File: config.mk
export PLATFORM = sky130hd
export DESIGN_NAME = ssd_scan_scheduler
export DESIGN_NICKNAME = d
export VERILOG_FILES = /design/src/rtl/ssd_scan_scheduler.sv
export SDC_FILE = /design/constraint.sdc
export NUM_CORES = 1
export LEC_CHECK = 0
export ABC_AREA = 1
export BUFFER_PORTS_ARGS = -buffer_cell sky130_fd_sc_hd__buf_2
export CORE_UTILIZATION = 35
export DETAILED_ROUTE_END_ITERATION = 7
export PLACE_DENSITY = 0.52
export SYNTH_ARGS = -nofsm -noshare
export SYNTH_HDL_FRONTEND = slang
export SYNTH_SLANG_ARGS = --single-unit
File: constraint.sdc
create_clock -name clk -period 1.8 [get_ports clk]
set_clock_uncertainty 0.1 [all_clocks]
set_input_delay 0.27 -clock clk [delete_from_list [all_inputs] [get_ports clk]]
set_output_delay 0.27 -clock clk [all_outputs]
set_load 0.03 [all_outputs]
File: src/rtl/ssd_scan_scheduler.sv
// Scan scheduler for the 4-digit seven-segment display: buffers hex nibbles from
// UART bytes and time-multiplexes them with a blanking gap between digit slots.
`timescale 1ns/1ps

module ssd_scan_scheduler #(
    parameter int SCAN_DIV     = 104_167,
    parameter int BLANK_CYCLES = 500,
    parameter int STARTUP_WAIT = 50_000_000
) (
    input  logic       clk,
    input  logic       rst,
    input  logic [7:0] rx_data,
    input  logic       rx_valid,
    input  logic       clear,
    output logic       rx_ready,
    output logic [3:0] digit_nibble,
    output logic       digit_dash,
    output logic [3:0] dig_sel
);

    localparam int CNT_MAX = (STARTUP_WAIT > SCAN_DIV) ? STARTUP_WAIT : SCAN_DIV;
    localparam int CNT_W   = $clog2(CNT_MAX + 1);

    // The startup count is loaded from reset, so the reset interval itself is not
    // one of the counted cycles; BLANK and SHOW reload on the edge that enters them.
    localparam logic [CNT_W-1:0] STARTUP_LOAD = CNT_W'(STARTUP_WAIT);
    localparam logic [CNT_W-1:0] BLANK_LOAD   = CNT_W'(BLANK_CYCLES - 1);
    localparam logic [CNT_W-1:0] SHOW_LOAD    = CNT_W'(SCAN_DIV - BLANK_CYCLES - 1);

    localparam logic [1:0] ST_STARTUP = 2'd0;
    localparam logic [1:0] ST_BLANK   = 2'd1;
    localparam logic [1:0] ST_SHOW    = 2'd2;

    logic [1:0]       state;
    logic [CNT_W-1:0] cnt;
    logic [1:0]       di;
    logic [1:0]       di_next;
    logic             wp;
    logic [3:0]       written;
    logic [3:0]       digit_buf [4];
    logic             accept;
    logic             slot_done;

    assign accept    = rx_valid & rx_ready & ~clear;
    assign slot_done = (cnt == '0);
    assign di_next   = di + 2'd1;

    // NOTE: sequential state uses non-blocking assignments so every register in the
    // block samples pre-edge values, independent of statement order.
    always_ff @(posedge clk or negedge rst) begin
        if (!rst) begin
            state        <= ST_STARTUP;
            cnt          <= STARTUP_LOAD;
            di           <= 2'd0;
            rx_ready     <= 1'b0;
            dig_sel      <= 4'hF;
            digit_nibble <= 4'h0;
            digit_dash   <= 1'b1;
        end else begin
            case (state)
                ST_STARTUP: begin
                    if (slot_done) begin
                        state        <= ST_BLANK;
                        cnt          <= BLANK_LOAD;
                        rx_ready     <= 1'b1;
                        digit_nibble <= digit_buf[di];
                        digit_dash   <= ~written[di];
                    end else begin
                        cnt <= cnt - CNT_W'(1);
                    end
                end
                ST_BLANK: begin
                    if (slot_done) begin
                        state   <= ST_SHOW;
                        cnt     <= SHOW_LOAD;
                        dig_sel <= ~(4'b0001 << di);
                    end else begin
                        cnt <= cnt - CNT_W'(1);
                    end
                end
                ST_SHOW: begin
                    if (slot_done) begin
                        state        <= ST_BLANK;
                        cnt          <= BLANK_LOAD;
                        di           <= di_next;
                        dig_sel      <= 4'hF;
                        digit_nibble <= digit_buf[di_next];
                        digit_dash   <= ~written[di_next];
                    end else begin
                        cnt <= cnt - CNT_W'(1);
                    end
                end
                default: begin
                    state   <= ST_BLANK;
                    cnt     <= BLANK_LOAD;
                    dig_sel <= 4'hF;
                end
            endcase
        end
    end

    // Clear outranks a same-cycle byte because accept is gated by ~clear.
    always_ff @(posedge clk or negedge rst) begin
        if (!rst) begin
            written <= 4'b0000;
            wp      <= 1'b0;
        end else if (clear) begin
            written <= 4'b0000;
            wp      <= 1'b0;
        end else if (accept) begin
            written[{wp, 1'b0}] <= 1'b1;
            written[{wp, 1'b1}] <= 1'b1;
            wp                  <= ~wp;
        end
    end

    // NOTE: the digit buffer has no reset; the written flags mask stale contents,
    // so clearing the storage itself would buy nothing.
    always_ff @(posedge clk) begin
        if (accept) begin
            digit_buf[{wp, 1'b0}] <= rx_data[3:0];
            digit_buf[{wp, 1'b1}] <= rx_data[7:4];
        end
    end

endmodule

==> results.sh, run 1 <==
export IMPL_multi_input_area_sq_um=1420
export IMPL_cts_buffer_depth=2
export IMPL_crit_type="reg -> reg"
export IMPL_placed_area_sq_um=3520
export IMPL_finalNonFillerCells=550
export IMPL_worst_setup_path_start_kind="flip-flop"
export IMPL_ys_flop_type="dfrtp_1"
export IMPL_r2r_start="cnt[0]"
export IMPL_setup_viol=0
export IMPL_hpwlAfterDp_um=4870
export IMPL_violations="design-rule violations"
export IMPL_antenna_left=0
export IMPL_synth_area_sq_um=3200
export IMPL_die_h_um=97.6
export IMPL_synth_seq_cells=61
export IMPL_min_period_ps=1670
export IMPL_nFillCells=882
export IMPL_postCtsSetupRepairBufs=0
export IMPL_cts_sinks=61
export IMPL_finalMaxSlewViolations=0
export IMPL_rsz0062_at_grt="no"
export IMPL_worstSkewPairLatency_ps=340
export IMPL_setup_ws_ps=133
export IMPL_final_cell_area_sq_um=3850
export IMPL_fmax_mhz=600
export IMPL_die_area_sq_um=9530
export IMPL_peakVddDrop_mv=0.527
export IMPL_cts_buffers=9
export IMPL_ys_warn_count=0
export IMPL_avgViaCountPerCell=4.66
export IMPL_crit_required_ps=1940
export IMPL_start_util=0.363
export IMPL_drive_above_1_share=0.208
export IMPL_num_rows=34
export IMPL_nNetsFinal=454
export IMPL_hold_path_class="in -> reg"
export IMPL_ios=22
export IMPL_num_vias=2563
export IMPL_drtIter0Drc=60
export IMPL_root_buffer="clkbuf_8"
export IMPL_post_drt_wl_per_cell_um=12.2
export IMPL_gr_total_overflow=0
export IMPL_grt_first_pass_wirelength_um=11900
export IMPL_synthDistinctLibCells=30
export IMPL_crit_fanout=13
export IMPL_end_kind="flip-flop"
export IMPL_die_width_um=97.6
export IMPL_arrival_ps=1800
export IMPL_drv_cap=0
export IMPL_dr_pass1_iters=6
export IMPL_fin_crit_sh=0.926
export IMPL_io_buffers=21
export IMPL_diodes=0
export IMPL_status="complete, but fails checks"
export IMPL_hold_viol_final=0
export IMPL_p_per_area_nw_per_um2=797
export IMPL_syn_nets=408
export IMPL_antenna_found_initial=0
export IMPL_wirelength_um=6690
export IMPL_hold_start="rx_data[3]"
export IMPL_regArea_sq_um=1630
export IMPL_avgSynthCellArea_sq_um=8.18
export IMPL_area_growth_pct=20.5
export IMPL_critPathLaunch="cnt[0]"
export IMPL_pre_cts_slack_ps=86.6
export IMPL_core_sq_um=8810
export IMPL_synth_top_area_share=0.219
export IMPL_ys_top_cells_by_area="dfrtp_1 (22%), edfxtp_1 (15%), dfstp_2 (14%)"
export IMPL_grt_max_degree=46
export IMPL_slew_headroom=0.762
export IMPL_worstMarginPinSlew_ps=356
export IMPL_dp_cells=527
export IMPL_first_global_vias=2596
export IMPL_drcViolationCount=2
export IMPL_leakage_uw=0.00191
export IMPL_seq_area_frac_synth=0.509
export IMPL_synth_edf_count=16
export IMPL_final_setup_tns_ps=0
export IMPL_path_clk_slew_ps=80
export IMPL_grt_total_usage=0.160
export IMPL_gp_congestion=0.810
export IMPL_ctsHtreeMaxLevel=3
export IMPL_synth_async_reset_ratio=0.738
export IMPL_syn_inst=391
export IMPL_cts_tree="done"
export IMPL_yosys_area_top_type="dfrtp_1"
## metal layers
metal	routed length [um]	track usage	vias up	part of all wire
met3	216	0.0432	9	0.032
met5	0	0	-	0
met1	3110	0.188	1178	0.46
li1	-	-	1342	-
met4	102	0.0559	0	0.015
met2	3260	0.278	34	0.49
## where the power goes
part           leakage [uW]  total, uW  switching (uW)  internal [uW]
Combinational       0.00112       94.6            55.2           39.4
Clock              0.000120       1520             592            926
Sequential         0.000669       1460            10.8           1450
Total               0.00191       3070             658           2410
## cell usage after synthesis (3+ instances only)
master	count
dfrtp_1	28
nor2_4	3
a21oi_1	5
nand3_1	47
edfxtp_1	16
xor2_1	9
o21ai_0	13
inv_1	32
nor2_1	62
nor3_1	4
nor2_2	4
o21bai_1	3
nand2_2	5
nand2_1	118
dfstp_2	17
buf_2	4
ha_1	5
## kinds of logic after synthesis
| logic type | Yosys count | share of synthesized area |
|---|---|---|
| fa+ha+maj | 5 | 0.0196 |
| simple gates | 251 | 0.347 |
| xor+xnor | 11 | 0.0301 |
| buf+inv | 39 | 0.0520 |
| compound gates | 24 | 0.0430 |
| flops | 61 | 0.509 |
## metrics by stage
step	power, uW	utilization	hold WS [ps]
finish	3070	0.438	20.7
global placement	1570	0.400	171
global route	3190	0.438	2.06
CTS	3110	0.436	0.114
floorplan	1510	-	-126
detailed placement	1570	0.400	172
## layout by cell type (no fill, tap or decap), drive strengths merged
master	n
nor2	71
o21ai	14
xnor2	2
clkinvlp	1
ha	5
and3	1
or2	1
dlygate4sd3	7
clkbuf	9
a21oi	5
nor3b	1
clkinv	3
o211ai	2
nand4	1
inv	32
dfrtp	28
nand3	48
xor2	9
nand2	124
buf	35
dfstp	17
edfxtp	16
nor3	4
bufinv	3
o21bai	3
## critical path, cell delays in order (launching register included)
cell,delay (ps)
dfrtp_1,390
inv_1,80
ha_2,200
nand2_2,100
nor2_8,170
nand2_4,80
nor2_8,150
nor2_4,50
buf_12,140
nand2_1,50
nor2_1,30
## final cells by class
type | count | share of cell area
Multi-Input combinational cell | 291 | 0.368
Clock inverter | 7 | 0.0321
Timing Repair Buffer | 42 | 0.0792
Inverter | 32 | 0.0312
Clock buffer | 9 | 0.0321
Sequential cell | 61 | 0.422
Tap cell | 108 | 0.0351
## flip-flops by register name, indices dropped and copies added (netlist names)
name	cells
cnt	26
digit_buf	16
dig_sel	4
digit_nibble	4
written	4
di	2
state	2
digit_dash	1
rx_ready	1
wp	1
## timing repair
item | CTS | global route
endpoints found under the setup margin | 0 | 10
hold buffers | 7 | 0
gates resized for setup | 0 | 6
endpoints found under the hold margin | 40 | 0
## path summary, 6_finish.rpt
check                             endpoint  slack, ps  depth (start not counted)
min                        digit_buf[2][3]         20                          1
max                                cnt[24]        130                         10
max in group asynchronous          cnt[12]        980                          3
min in group asynchronous          cnt[11]        340                          3
max reg2reg                        cnt[24]        130                         10
min reg2reg                     dig_sel[1]        360                          2
Power figures use the tool's default switching activity.
==> run 2: changes to the inputs <==
--- a/config.mk
+++ b/config.mk
@@ -8,8 +8,10 @@
 export ABC_AREA = 1
 export BUFFER_PORTS_ARGS = -buffer_cell sky130_fd_sc_hd__buf_2
 export CORE_UTILIZATION = 35
+export CTS_BUF_LIST = sky130_fd_sc_hd__clkbuf_8
 export DETAILED_ROUTE_END_ITERATION = 7
 export PLACE_DENSITY = 0.52
+export REMOVE_ABC_BUFFERS = 1
 export SYNTH_ARGS = -nofsm -noshare
 export SYNTH_HDL_FRONTEND = slang
 export SYNTH_SLANG_ARGS = --single-unit
==> results.sh, run 2 (synthesis gave the netlist of run 1 again) <==
export IMPL_min_period_ps=1670
export IMPL_crit_fanout=13
export IMPL_end_kind="flip-flop"
export IMPL_post_drt_wl_per_cell_um=12.5
export IMPL_swShare=0.226
export IMPL_root_buffer="clkbuf_8"
export IMPL_hold_path_class="in -> reg"
export IMPL_largest_reg_flops=26
export IMPL_area_growth_pct=19.2
export IMPL_drtIter0Drc=98
export IMPL_postCtsSetupRepairBufs=0
export IMPL_violations="design-rule violations"
export IMPL_cts_sinks=61
export IMPL_finalMaxSlewViolations=0
export IMPL_drcViolationCount=2
export IMPL_first_global_vias=2578
export IMPL_power_switching_uw=662
export IMPL_worstMarginPinSlew_ps=358
export IMPL_grt_busiest_layer="met2"
export IMPL_final_setup_tns_ps=0
export IMPL_setup_ws_ps=133
export IMPL_fmax_mhz=600
export IMPL_antenna_found_initial=0
export IMPL_cts_buffers=9
export IMPL_path_clk_slew_ps=80
export IMPL_core_sq_um=8810
export IMPL_top_register="cnt"
export IMPL_ios=22
export IMPL_p_int_uw=2270
export IMPL_die_area_sq_um=9530
export IMPL_antenna_left=0
export IMPL_fin_crit_sh=0.926
export IMPL_layout_common_cells="nand2_1 (118), nor2_1 (59), nand3_1 (47), inv_1 (31), dfrtp_1 (28)"
export IMPL_multi_input_area_sq_um=1430
export IMPL_hpwlAfterDp_um=4970
export IMPL_num_vias=2563
export IMPL_leakage_uw=0.00189
export IMPL_num_rows=34
export IMPL_reg2reg_depth=10
export IMPL_p_comb_frac=0.031
export IMPL_rsz0062_at_grt="no"
export IMPL_arrival_ps=1800
export IMPL_seq_power_share=0.497
export IMPL_use_met1=0.184
export IMPL_final_common_cell="nand2_1"
export IMPL_io_buffers=21
export IMPL_drv_cap=0
export IMPL_worstSkewPairLatency_ps=340
export IMPL_wirelength_um=6840
export IMPL_hold_viol_final=0
export IMPL_drive_above_1_share=0.205
export IMPL_cts_buffer_depth=2
export IMPL_clkPwrFrac=0.472
export IMPL_hold_depth=1
export IMPL_met3_usage=0.0324
export IMPL_pre_cts_slack_ps=95.1
export IMPL_cts_tree="done"
export IMPL_peakVddDrop_mv=0.518
export IMPL_avgViaCountPerCell=4.68
export IMPL_power_uw=2930
export IMPL_p_per_area_nw_per_um2=768
export IMPL_nFillCells=862
export IMPL_grt_total_usage=0.158
export IMPL_regArea_sq_um=1630
export IMPL_holdWs_ps=16.0
export IMPL_worst_setup_path_start_kind="flip-flop"
export IMPL_use_met2=0.277
export IMPL_slew_headroom=0.760
export IMPL_gp_congestion=0.815
export IMPL_nNetsFinal=452
export IMPL_start_util=0.363
export IMPL_ctsHtreeMaxLevel=3
export IMPL_status="complete, but fails checks"
export IMPL_grt_max_degree=46
export IMPL_largest_registers="cnt x26, digit_buf x16"
export IMPL_grt_first_pass_wirelength_um=11800
export IMPL_setup_viol=0
export IMPL_final_cell_area_sq_um=3810
export IMPL_gr_total_overflow=0
export IMPL_dr_pass1_iters=6
export IMPL_placed_area_sq_um=3520
export IMPL_crit_type="reg -> reg"
export IMPL_die_width_um=97.6
export IMPL_diodes=0
export IMPL_die_h_um=97.6
export IMPL_crit_required_ps=1930
run 2: changes by cell type in the layout (fill, tap and decap cells not counted), sizes merged:
cell	previous run	this run
bufinv	3	2
dlygate4sd3	7	5
clkinv	3	2
inv	32	34
run 2: critical path: stages (launching register included):
cell     delay, ps
dfrtp_1        390
inv_1           80
ha_2           220
nand2_4        100
nor2_8         150
nand2_4         80
nor2_8         150
nor2_4          50
buf_12         140
nand2_1         50
nor2_1          40
run 2: layer usage:
layer | vias to the layer above | wire length (um)
li1 | 1340 | -
met1 | 1180 | 3180
met2 | 33 | 3360
met3 | 10 | 185
met4 | 0 | 117
met5 | - | 0
run 2: layout make-up:
cell class	instances	share of cell area
Inverter	32	0.0315
Clock inverter	7	0.0256
Timing Repair Buffer	40	0.0748
Sequential cell	61	0.427
Clock buffer	9	0.0325
Multi-Input combinational cell	291	0.374
Tap cell	108	0.0354
run 2: power groups by stage:
stage / registers, uW / clock network (uW) / logic (uW)
after floorplan: 1480 / 0 / 32.1
after global placement: 1480 / 0 / 84.0
after detailed placement: 1480 / 0 / 86.3
after CTS: 1460 / 1410 / 94.6
after global routing: 1460 / 1470 / 106
final: 1460 / 1380 / 91.4
run 2: final timing paths:
check,startpoint,to,slack [ps]
worst max-delay path,cnt[0],cnt[24],130
worst max register to register,cnt[0],cnt[24],130
worst min-delay path,rx_data[6],digit_buf[1][2],20
worst min register to register,dig_sel[3],dig_sel[3],360
min in group asynchronous,rst,cnt[5],330
max in group asynchronous,rst,cnt[14],980
run 2: timing repair:
| action | CTS | global route |
|---|---|---|
| hold endpoints to repair | 35 | 0 |
| setup endpoints to repair | 0 | 28 |
| gates resized for setup | 0 | 7 |
| hold buffers | 5 | 0 |
run 2: stage by stage:
step | util | instances
final | 0.433 | 548
after global placement | 0.400 | 527
after CTS | 0.431 | 548
after floorplan | - | 384
after detailed placement | 0.400 | 527
after global routing | 0.433 | 548
==> run 3: changes to the inputs <==
--- a/config.mk
+++ b/config.mk
@@ -6,7 +6,7 @@
 export NUM_CORES = 1
 export LEC_CHECK = 0
 export ABC_AREA = 1
-export BUFFER_PORTS_ARGS = -buffer_cell sky130_fd_sc_hd__buf_2
+export BUFFER_PORTS_ARGS = -buffer_cell sky130_fd_sc_hd__clkbuf_2
 export CORE_UTILIZATION = 35
 export CTS_BUF_LIST = sky130_fd_sc_hd__clkbuf_8
 export DETAILED_ROUTE_END_ITERATION = 7
==> results.sh, run 3 (synthesis gave the netlist of run 1 again) <==
export IMPL_antenna_found_initial=0
export IMPL_hold_path_class="in -> reg"
export IMPL_die_width_um=97.6
export IMPL_io_buffers=21
export IMPL_clkPwrFrac=0.516
export IMPL_fmax_mhz=598
export IMPL_power_uw=3210
export IMPL_gr_total_overflow=0
export IMPL_grt_total_usage=0.164
export IMPL_arrival_ps=1810
export IMPL_leakage_uw=0.00193
export IMPL_p_per_area_nw_per_um2=823
export IMPL_nFillCells=861
export IMPL_p_comb_frac=0.029
export IMPL_top_register="cnt"
export IMPL_worstMarginPinSlew_ps=581
export IMPL_drive_above_1_share=0.209
export IMPL_largest_registers="cnt x26, digit_buf x16"
export IMPL_ios=22
export IMPL_min_period_ps=1670
export IMPL_antenna_left=0
export IMPL_layout_common_cells="nand2_1 (118), nor2_1 (58), nand3_1 (47), inv_1 (31), dfrtp_1 (28)"
export IMPL_die_area_sq_um=9530
export IMPL_final_common_cell="nand2_1"
export IMPL_ctsHtreeMaxLevel=3
export IMPL_cts_buffers=9
export IMPL_fin_crit_sh=0.929
export IMPL_hold_viol_final=0
export IMPL_p_int_uw=2550
export IMPL_power_switching_uw=653
export IMPL_start_util=0.363
export IMPL_status="complete, but fails checks"
export IMPL_die_h_um=97.6
export IMPL_cts_sinks=61
export IMPL_cts_buffer_depth=2
export IMPL_worst_setup_path_start_kind="flip-flop"
export IMPL_swShare=0.204
export IMPL_regArea_sq_um=1630
export IMPL_first_global_vias=2648
export IMPL_crit_type="reg -> reg"
export IMPL_violations="design-rule violations"
export IMPL_end_kind="flip-flop"
export IMPL_gp_congestion=0.811
export IMPL_diodes=0
export IMPL_crit_fanout=13
export IMPL_drcViolationCount=2
export IMPL_finalMaxSlewViolations=0
export IMPL_avgViaCountPerCell=4.75
export IMPL_nNetsFinal=457
export IMPL_largest_reg_flops=26
export IMPL_seq_power_share=0.454
export IMPL_area_growth_pct=21.8
export IMPL_num_rows=34
export IMPL_drtIter0Drc=80
export IMPL_num_vias=2625
export IMPL_holdWs_ps=89.7
export IMPL_wirelength_um=6970
export IMPL_setup_viol=0
export IMPL_multi_input_area_sq_um=1420
export IMPL_drv_cap=0
export IMPL_path_clk_slew_ps=70
export IMPL_cts_tree="done"
export IMPL_crit_required_ps=1930
export IMPL_grt_max_degree=46
export IMPL_core_sq_um=8810
export IMPL_peakVddDrop_mv=0.442
export IMPL_dr_pass1_iters=6
export IMPL_final_cell_area_sq_um=3900
export IMPL_worstSkewPairLatency_ps=350
export IMPL_hpwlAfterDp_um=5060
export IMPL_root_buffer="clkbuf_8"
export IMPL_placed_area_sq_um=3510
export IMPL_post_drt_wl_per_cell_um=12.6
export IMPL_grt_first_pass_wirelength_um=12200
export IMPL_slew_headroom=0.613
==> run 3: cell types whose count changed in the layout (fill, tap and decap cells not counted), moves of 2 or more <==
cell and change:
buf_2 -21, buf_4 +2, bufinv_16 +2, clkbuf_2 +21
dlygate4sd3_1 +4
==> run 3: per-layer routing <==
metal  share of wire  GRT usage  up-vias
li1                -          -     1348
met1            0.45      0.189     1234
met3           0.033     0.0496        7
met5               0          0        -
met4           0.012     0.0524        0
met2            0.50      0.291       36
==> run 3: repair_timing <==
| item | 4_1_cts | 5_1_grt |
|---|---|---|
| endpoints found under the setup margin | 0 | 31 |
| endpoints found under the hold margin | 44 | 0 |
| resized for setup | 0 | 7 |
| hold buffers | 9 | 0 |
| setup buffers | 0 | 1 |
==> run 3: power groups by stage <==
stage / logic, uW / registers, uW / clock network [uW]
detailed placement: 82.3 / 1480 / 0
global route: 109 / 1460 / 1740
finish: 93.9 / 1460 / 1660
floorplan: 32.1 / 1480 / 0
global placement: 80.2 / 1480 / 0
CTS: 97.6 / 1460 / 1700
==> run 3: layout make-up <==
class                   count  share of cell area
well taps                 108              0.0347
repair buffers             45              0.0822
inverters                  32              0.0308
flip-flops and latches     61               0.418
multi-input cells         291               0.365
clock buffers               9              0.0318
clock inverters             7              0.0376
==> run 3: worst paths after layout <==
path	depth (start not counted)	slack, ps	endpoint	startpoint
min in group asynchronous	3	450	cnt[11]	rst
max in group asynchronous	3	760	digit_nibble[1]	rst
hold / removal	2	90	written[1]	clear
setup / recovery	10	130	cnt[24]	cnt[0]
hold reg to reg	2	360	dig_sel[3]	dig_sel[3]
setup reg to reg	10	130	cnt[24]	cnt[0]
==> run 3: critical path, stage by stage (launching register included) <==
cell and delay [ps]:
dfrtp_1 400, inv_1 90, ha_2 230, nand2_4 90
nor2_8 150, nand2_4 80, nor2_8 150, nor2_4 50
buf_12 140, nand2_1 50, nor2_1 40
==> run 3: stage by stage <==
stage,TNS [ps],setup slack [ps],std cells,util
4_1_cts,0,65.1,552,0.440
3_3_place_gp,0,107,527,0.399
2_1_floorplan,-1080,-258,384,-
5_1_grt,-8.84,-8.84,553,0.442
6_report,0,127,553,0.442
3_5_place_dp,0,85.5,527,0.399
